<file path="src/rtl/rebnet_ctrl_pkg.sv">
// Shared types and default widths for the ReBNet layer-level control blocks.
package rebnet_ctrl_pkg;

  typedef enum logic [1:0] {
    IDLE     = 2'd0,
    DISPATCH = 2'd1,
    DRAIN    = 2'd2,
    DONE     = 2'd3
  } sched_state_e;

  localparam int unsigned DEF_NUM_PE = 4;
  localparam int unsigned DEF_TILE_W = 16;
  localparam int unsigned DEF_LVL_W  = 2;

endpackage

</file>
<file path="src/rtl/rr_arbiter.sv">
// Round-robin arbiter with a registered one-hot grant, held until released or
// until the grantee withdraws its request.
module rr_arbiter #(
  parameter int N = 4
) (
  input  logic         clk,
  input  logic         rst,
  input  logic [N-1:0] req,
  input  logic         rel,
  output logic [N-1:0] grant
);

  localparam int PW = (N > 1) ? $clog2(N) : 1;

  logic [PW-1:0] ptr;
  logic [PW-1:0] ptr_nxt;
  logic [PW-1:0] grant_idx;
  logic [PW-1:0] idx;
  logic [N-1:0]  grant_q;
  logic [N-1:0]  pick;
  logic          found;

  // First requester at or after the pointer, wrapping around.
  always_comb begin
    pick  = '0;
    found = 1'b0;
    idx   = '0;
    for (int i = 0; i < N; i++) begin
      idx = PW'((int'(ptr) + i) % N);
      if (!found && req[idx]) begin
        pick[idx] = 1'b1;
        found     = 1'b1;
      end
    end
  end

  always_comb begin
    grant_idx = '0;
    for (int i = 0; i < N; i++) begin
      if (grant_q[i]) grant_idx = PW'(i);
    end
    ptr_nxt = PW'((int'(grant_idx) + 1) % N);
  end

  always_ff @(posedge clk or negedge rst) begin
    if (!rst) begin
      grant_q <= '0;
      ptr     <= '0;
    end else if (grant_q != '0) begin
      if (rel || ((grant_q & req) == '0)) begin
        grant_q <= '0;
        ptr     <= ptr_nxt;
      end
    end else if (req != '0) begin
      grant_q <= pick;
    end
  end

  assign grant = grant_q;

endmodule

</file>
<file path="src/rtl/pe_tile_scheduler.sv">
// Layer scheduler: hands output tiles to idle PE controllers and arbitrates the
// shared weight/activation read port among them.
//
// state    | meaning
// IDLE     | waiting for a layer config, cfg_ready high
// DISPATCH | issuing tiles to the lowest-index idle PE, one per cycle
// DRAIN    | all tiles issued, waiting for every PE to report done
// DONE     | single-cycle layer_done pulse
module pe_tile_scheduler
  import rebnet_ctrl_pkg::*;
#(
  parameter int NUM_PE = DEF_NUM_PE,
  parameter int TILE_W = DEF_TILE_W,
  parameter int LVL_W  = DEF_LVL_W
) (
  input  logic              clk,
  input  logic              rst,
  input  logic              cfg_valid,
  output logic              cfg_ready,
  input  logic [TILE_W-1:0] cfg_num_tiles,
  input  logic [LVL_W-1:0]  cfg_num_levels,
  output logic [NUM_PE-1:0] pe_start,
  output logic [TILE_W-1:0] pe_tile,
  output logic [LVL_W-1:0]  pe_levels,
  input  logic [NUM_PE-1:0] pe_done,
  input  logic [NUM_PE-1:0] pe_rd_req,
  output logic [NUM_PE-1:0] pe_rd_grant,
  input  logic              mem_rd_done,
  output logic              busy,
  output logic              layer_done
);

  sched_state_e      state, state_nxt;
  logic [TILE_W-1:0] next_tile;
  logic [TILE_W-1:0] num_tiles;
  logic [LVL_W-1:0]  num_levels;
  logic [NUM_PE-1:0] pe_busy;
  logic [NUM_PE-1:0] first_idle;
  logic [NUM_PE-1:0] start_vec;
  logic              any_idle;
  logic              cfg_xfer;

  assign cfg_xfer = cfg_valid && (state == IDLE);

  always_comb begin
    first_idle = '0;
    any_idle   = 1'b0;
    for (int i = 0; i < NUM_PE; i++) begin
      if (!any_idle && !pe_busy[i]) begin
        first_idle[i] = 1'b1;
        any_idle      = 1'b1;
      end
    end
  end

  // Busy bits are registered, so a PE freed by pe_done is only eligible next cycle.
  always_comb begin
    start_vec = '0;
    if ((state == DISPATCH) && (next_tile < num_tiles) && any_idle) begin
      start_vec = first_idle;
    end
  end

  always_comb begin
    state_nxt  = state;
    cfg_ready  = 1'b0;
    busy       = 1'b1;
    layer_done = 1'b0;
    case (state)
      IDLE: begin
        cfg_ready = 1'b1;
        busy      = 1'b0;
        if (cfg_valid) begin
          state_nxt = (cfg_num_tiles == '0) ? DONE : DISPATCH;
        end
      end
      DISPATCH: begin
        if (next_tile == num_tiles) state_nxt = DRAIN;
      end
      DRAIN: begin
        if (pe_busy == '0) state_nxt = DONE;
      end
      DONE: begin
        layer_done = 1'b1;
        state_nxt  = IDLE;
      end
      default: state_nxt = IDLE;
    endcase
  end

  always_ff @(posedge clk or negedge rst) begin
    if (!rst) begin
      state <= IDLE;
    end else begin
      state <= state_nxt;
    end
  end

  always_ff @(posedge clk or negedge rst) begin
    if (!rst) begin
      next_tile  <= '0;
      num_tiles  <= '0;
      num_levels <= '0;
      pe_busy    <= '0;
    end else begin
      if (cfg_xfer) begin
        next_tile  <= '0;
        num_tiles  <= cfg_num_tiles;
        num_levels <= (cfg_num_levels == '0) ? LVL_W'(1) : cfg_num_levels;
      end else if (start_vec != '0) begin
        next_tile <= next_tile + TILE_W'(1);
      end
      pe_busy <= (pe_busy & ~pe_done) | start_vec;
    end
  end

  assign pe_start  = start_vec;
  assign pe_tile   = (start_vec != '0) ? next_tile : '0;
  assign pe_levels = num_levels;

  rr_arbiter #(
    .N (NUM_PE)
  ) u_rd_arb (
    .clk   (clk),
    .rst   (rst),
    .req   (pe_rd_req),
    .rel   (mem_rd_done),
    .grant (pe_rd_grant)
  );

endmodule

</file>
<file path="config.mk">
export PLATFORM = sky130hd
export DESIGN_NAME = pe_tile_scheduler
export DESIGN_NICKNAME = d
export VERILOG_FILES = /design/src/rtl/rebnet_ctrl_pkg.sv /design/src/rtl/rr_arbiter.sv /design/src/rtl/pe_tile_scheduler.sv
export SDC_FILE = /design/constraint.sdc
export NUM_CORES = 1
export LEC_CHECK = 0
export CORE_MARGIN = 2
export CORE_UTILIZATION = 47
export DETAILED_ROUTE_END_ITERATION = 6
export GPL_TIMING_DRIVEN = 0
export HOLD_SLACK_MARGIN = 0.12
export PLACE_DENSITY = 0.76
export SYNTH_ARGS = -nofsm -noshare
export SYNTH_HDL_FRONTEND = slang
export SYNTH_HIERARCHICAL = 1
export SYNTH_SLANG_ARGS = --single-unit
</file>
<file path="constraint.sdc">
create_clock -name clk -period 2.35 [get_ports clk]
set_input_delay 0.47 -clock clk [delete_from_list [all_inputs] [get_ports clk]]
set_output_delay 0.47 -clock clk [all_outputs]
set_load 0.03 [all_outputs]
</file>
==> flow_summary.yaml <==
run_status:
  status: "finished with violations"
  violations: "setup timing"
critical_path:
  cp_max_fo: 7
  worst_setup_path_end_kind: "output pin"
  cp-start-kind: "flip-flop"
  crit_slowest_cell: "dfrtp_1"
  cp_num_buf_inv: 2
  critPathKind: "flip-flop to output pin"
  path_cells: "ha_4 > nand4_1 > nor4_4 > o21ai_2 > and3_4 > clkbuf_16 > and2_4 > buf_6"
  crit_required_ps: 1880
  arrival_ps: 2400
  critPathMaxStageDelay_ps: 430
  crit_family: "simple AND/OR/NAND/NOR gates"
power_and_ir_drop:
  vdd_drop_max_mv: 0.634
  power_mw: 4.88
  p_leak_nw: 1.99
  powerDensity_mw_per_mm2: 1090
synthesis:
  avgSynthCellArea_sq_um: 9.07
  synthesis.nets: 398
  synth_top_area_frac: 0.373
  seq_area_frac_synth: 0.373
  synth.distinct_cells: 51
  synth_cells: 340
  yosysWarnings: 6
  synth_edf_count: 0
  ys_async_sr_fraction: 1.00
  yosys-top-cells-area: "dfrtp_1 (37%), ha_1 (11%), nand2_1 (5.1%)"
  synth_largest_area_cell: "dfrtp_1"
  ys_ff_latch: 46
  synth.cell_area_sq_mm: 0.00308
  ys.flop_type: "dfrtp_1"
floorplan:
  core_sq_mm: 0.00635
  fp-row-count: 29
  die_width_um: 85.0
  die_area_sq_mm: 0.00722
  floorplan.initialDensity: 0.486
  io_pins: 59
  die_h_um: 85.0
global_route:
  gr-usage-all-layers: 0.238
  grt_pass1_wl_um: 13600
  grt_max_degree: 34
  antenna_found_initial: 0
  grt_overflow: 0
  grt_pass1_vias: 2768
worst_hold_path:
  min_path_type: "flip-flop to flip-flop"
clock_network:
  cts_tree: "yes"
  cts_inserted_buffers: 5
  h-tree-depth: 2
  clk_latency_ps: 310
  cts_sinks: 46
  clkTransAtPathRegs_ps: 90
  clockBufferDepth: 2
  root_buffer: "clkbuf_8"
sta:
  max_slew.worst_pin.slew_ps: 623
  slew_viol_final: 0
  slew-limit-headroom: 0.581
  finalHoldViolCount: 0
  skew_ps: 8.65
  rsz0062_at_grt: "true"
  setup_viol: 32
  fin_crit_ps: 2870
  timing.fmax_mhz: 348
  finalCritPeriodShare: 1.22
  layout_setup_ws_ps: -523
final_layout:
  final_cell_mix: "nand2_1 (41), dfrtp_1 (41), clkdlybuf4s50_1 (36)"
  area_growth_pct: 44.6
  layout-drive-gt1-share: 0.290
  nets: 488
  postLayoutCellArea_sq_mm: 0.00446
  n_antenna_cell: 0
routing:
  drtAntennaViolNets: 0
  firstDrtPassIters: 4
  drcViolationCount: 0
  viasPerCell: 5.82
  drt-initial-drc-count: 189
  routedWlPerCell_um: 17.6
  finalWirelength_um: 8960
  dr_total_vias: 2955
place:
  portBuffers: 58
  placed_cell_area_sq_mm: 0.00390
  routabilityCongestion: 0.884
  hpwlAfterDp_um: 5860
run:
  drv_cap: 0
==> state kept, by name, summed over array words and instances, names as in the netlist <==
| signal | cells |
|---|---|
| pe_busy | 4 |
| num_tiles | 16 |
| next_tile | 16 |
| u_rd_arb/ptr | 2 |
| state | 2 |
| u_rd_arb/grant | 4 |
| pe_levels | 2 |
==> kinds of logic after synthesis <==
kind of cell	Yosys count	share of synthesized area
adder cells (fa/ha/maj)	28	0.114
AO/OA/AOI/OAI	83	0.176
buffers and inverters	42	0.0593
flip-flops	46	0.373
multiplexers	10	0.0519
XOR/XNOR	1	0.00284
AND/OR/NAND/NOR	130	0.223
==> worst min-delay path: stages (launching register included) <==
cell     delay, ps
dfrtp_1        350
nand2_1         50
nand2_1         60
==> routing by layer <==
layer  share of wire  track usage  up-vias
li1                -            -     1397
met1            0.45        0.338     1449
met5               0            0        -
met2            0.48        0.380       94
met4           0.016       0.0620        0
met3           0.048       0.0389       15
==> cell usage after synthesis, drive strengths merged (6+ instances only) <==
| library cell | instances |
|---|---|
| a21oi | 26 |
| nor3 | 6 |
| dfrtp | 46 |
| or4 | 6 |
| nand4 | 9 |
| o21ai | 26 |
| and2 | 17 |
| nand2 | 42 |
| nor2 | 19 |
| buf | 6 |
| clkbuf | 6 |
| nor4 | 6 |
| nor2b | 6 |
| ha | 28 |
| nand3 | 7 |
| inv | 30 |
==> power by group <==
group	switching, mW	leakage (nW)	internal (mW)
sequential	0.226	0.585	1.05
clock	0.285	0.0579	0.313
combinational	1.60	1.34	1.41
==> final timing paths <==
| check | start | endpoint | slack, ps | depth (start not counted) |
|---|---|---|---|---|
| min | pe_levels[1] | pe_levels[1] | 490 | 2 |
| max | next_tile[14] | pe_tile[10] | -520 | 8 |
| max in group asynchronous | rst | next_tile[9] | 1250 | 3 |
| max reg2reg | next_tile[12] | next_tile[14] | -330 | 12 |
| min reg2reg | pe_levels[1] | pe_levels[1] | 490 | 2 |
| min in group asynchronous | rst | pe_busy[1] | 590 | 2 |
==> area by class of cell <==
type	count	area [sq um]
Buffer	10	95.1
Clock buffer	5	68.8
Clock inverter	3	40.0
Fill cell	471	1890
Inverter	30	113
Multi-Input combinational cell	252	2000
Sequential cell	46	1160
Tap cell	77	96.3
Timing Repair Buffer	85	886
==> metrics by stage <==
stage	utilization	setup WS, ps	hold WS [ps]	TNS [ps]	instances
floorplan	-	-15.4	174	-129	340
global placement	0.612	-809	462	-38150	475
detailed placement	0.614	-814	398	-15540	476
CTS	0.655	-451	500	-8370	493
global route	0.702	-605	525	-13680	508
finish	0.702	-523	491	-10950	508
==> timing repair <==
item	4_1_cts	5_1_grt
setup endpoints to repair	24	41
resized for setup	146	37
setup buffers	9	13
pin swaps	6	24
endpoints found under the hold margin	13	0
hold buffers	1	0
gates cloned	1	2
Note: power is estimated with default switching activity, not from simulation.
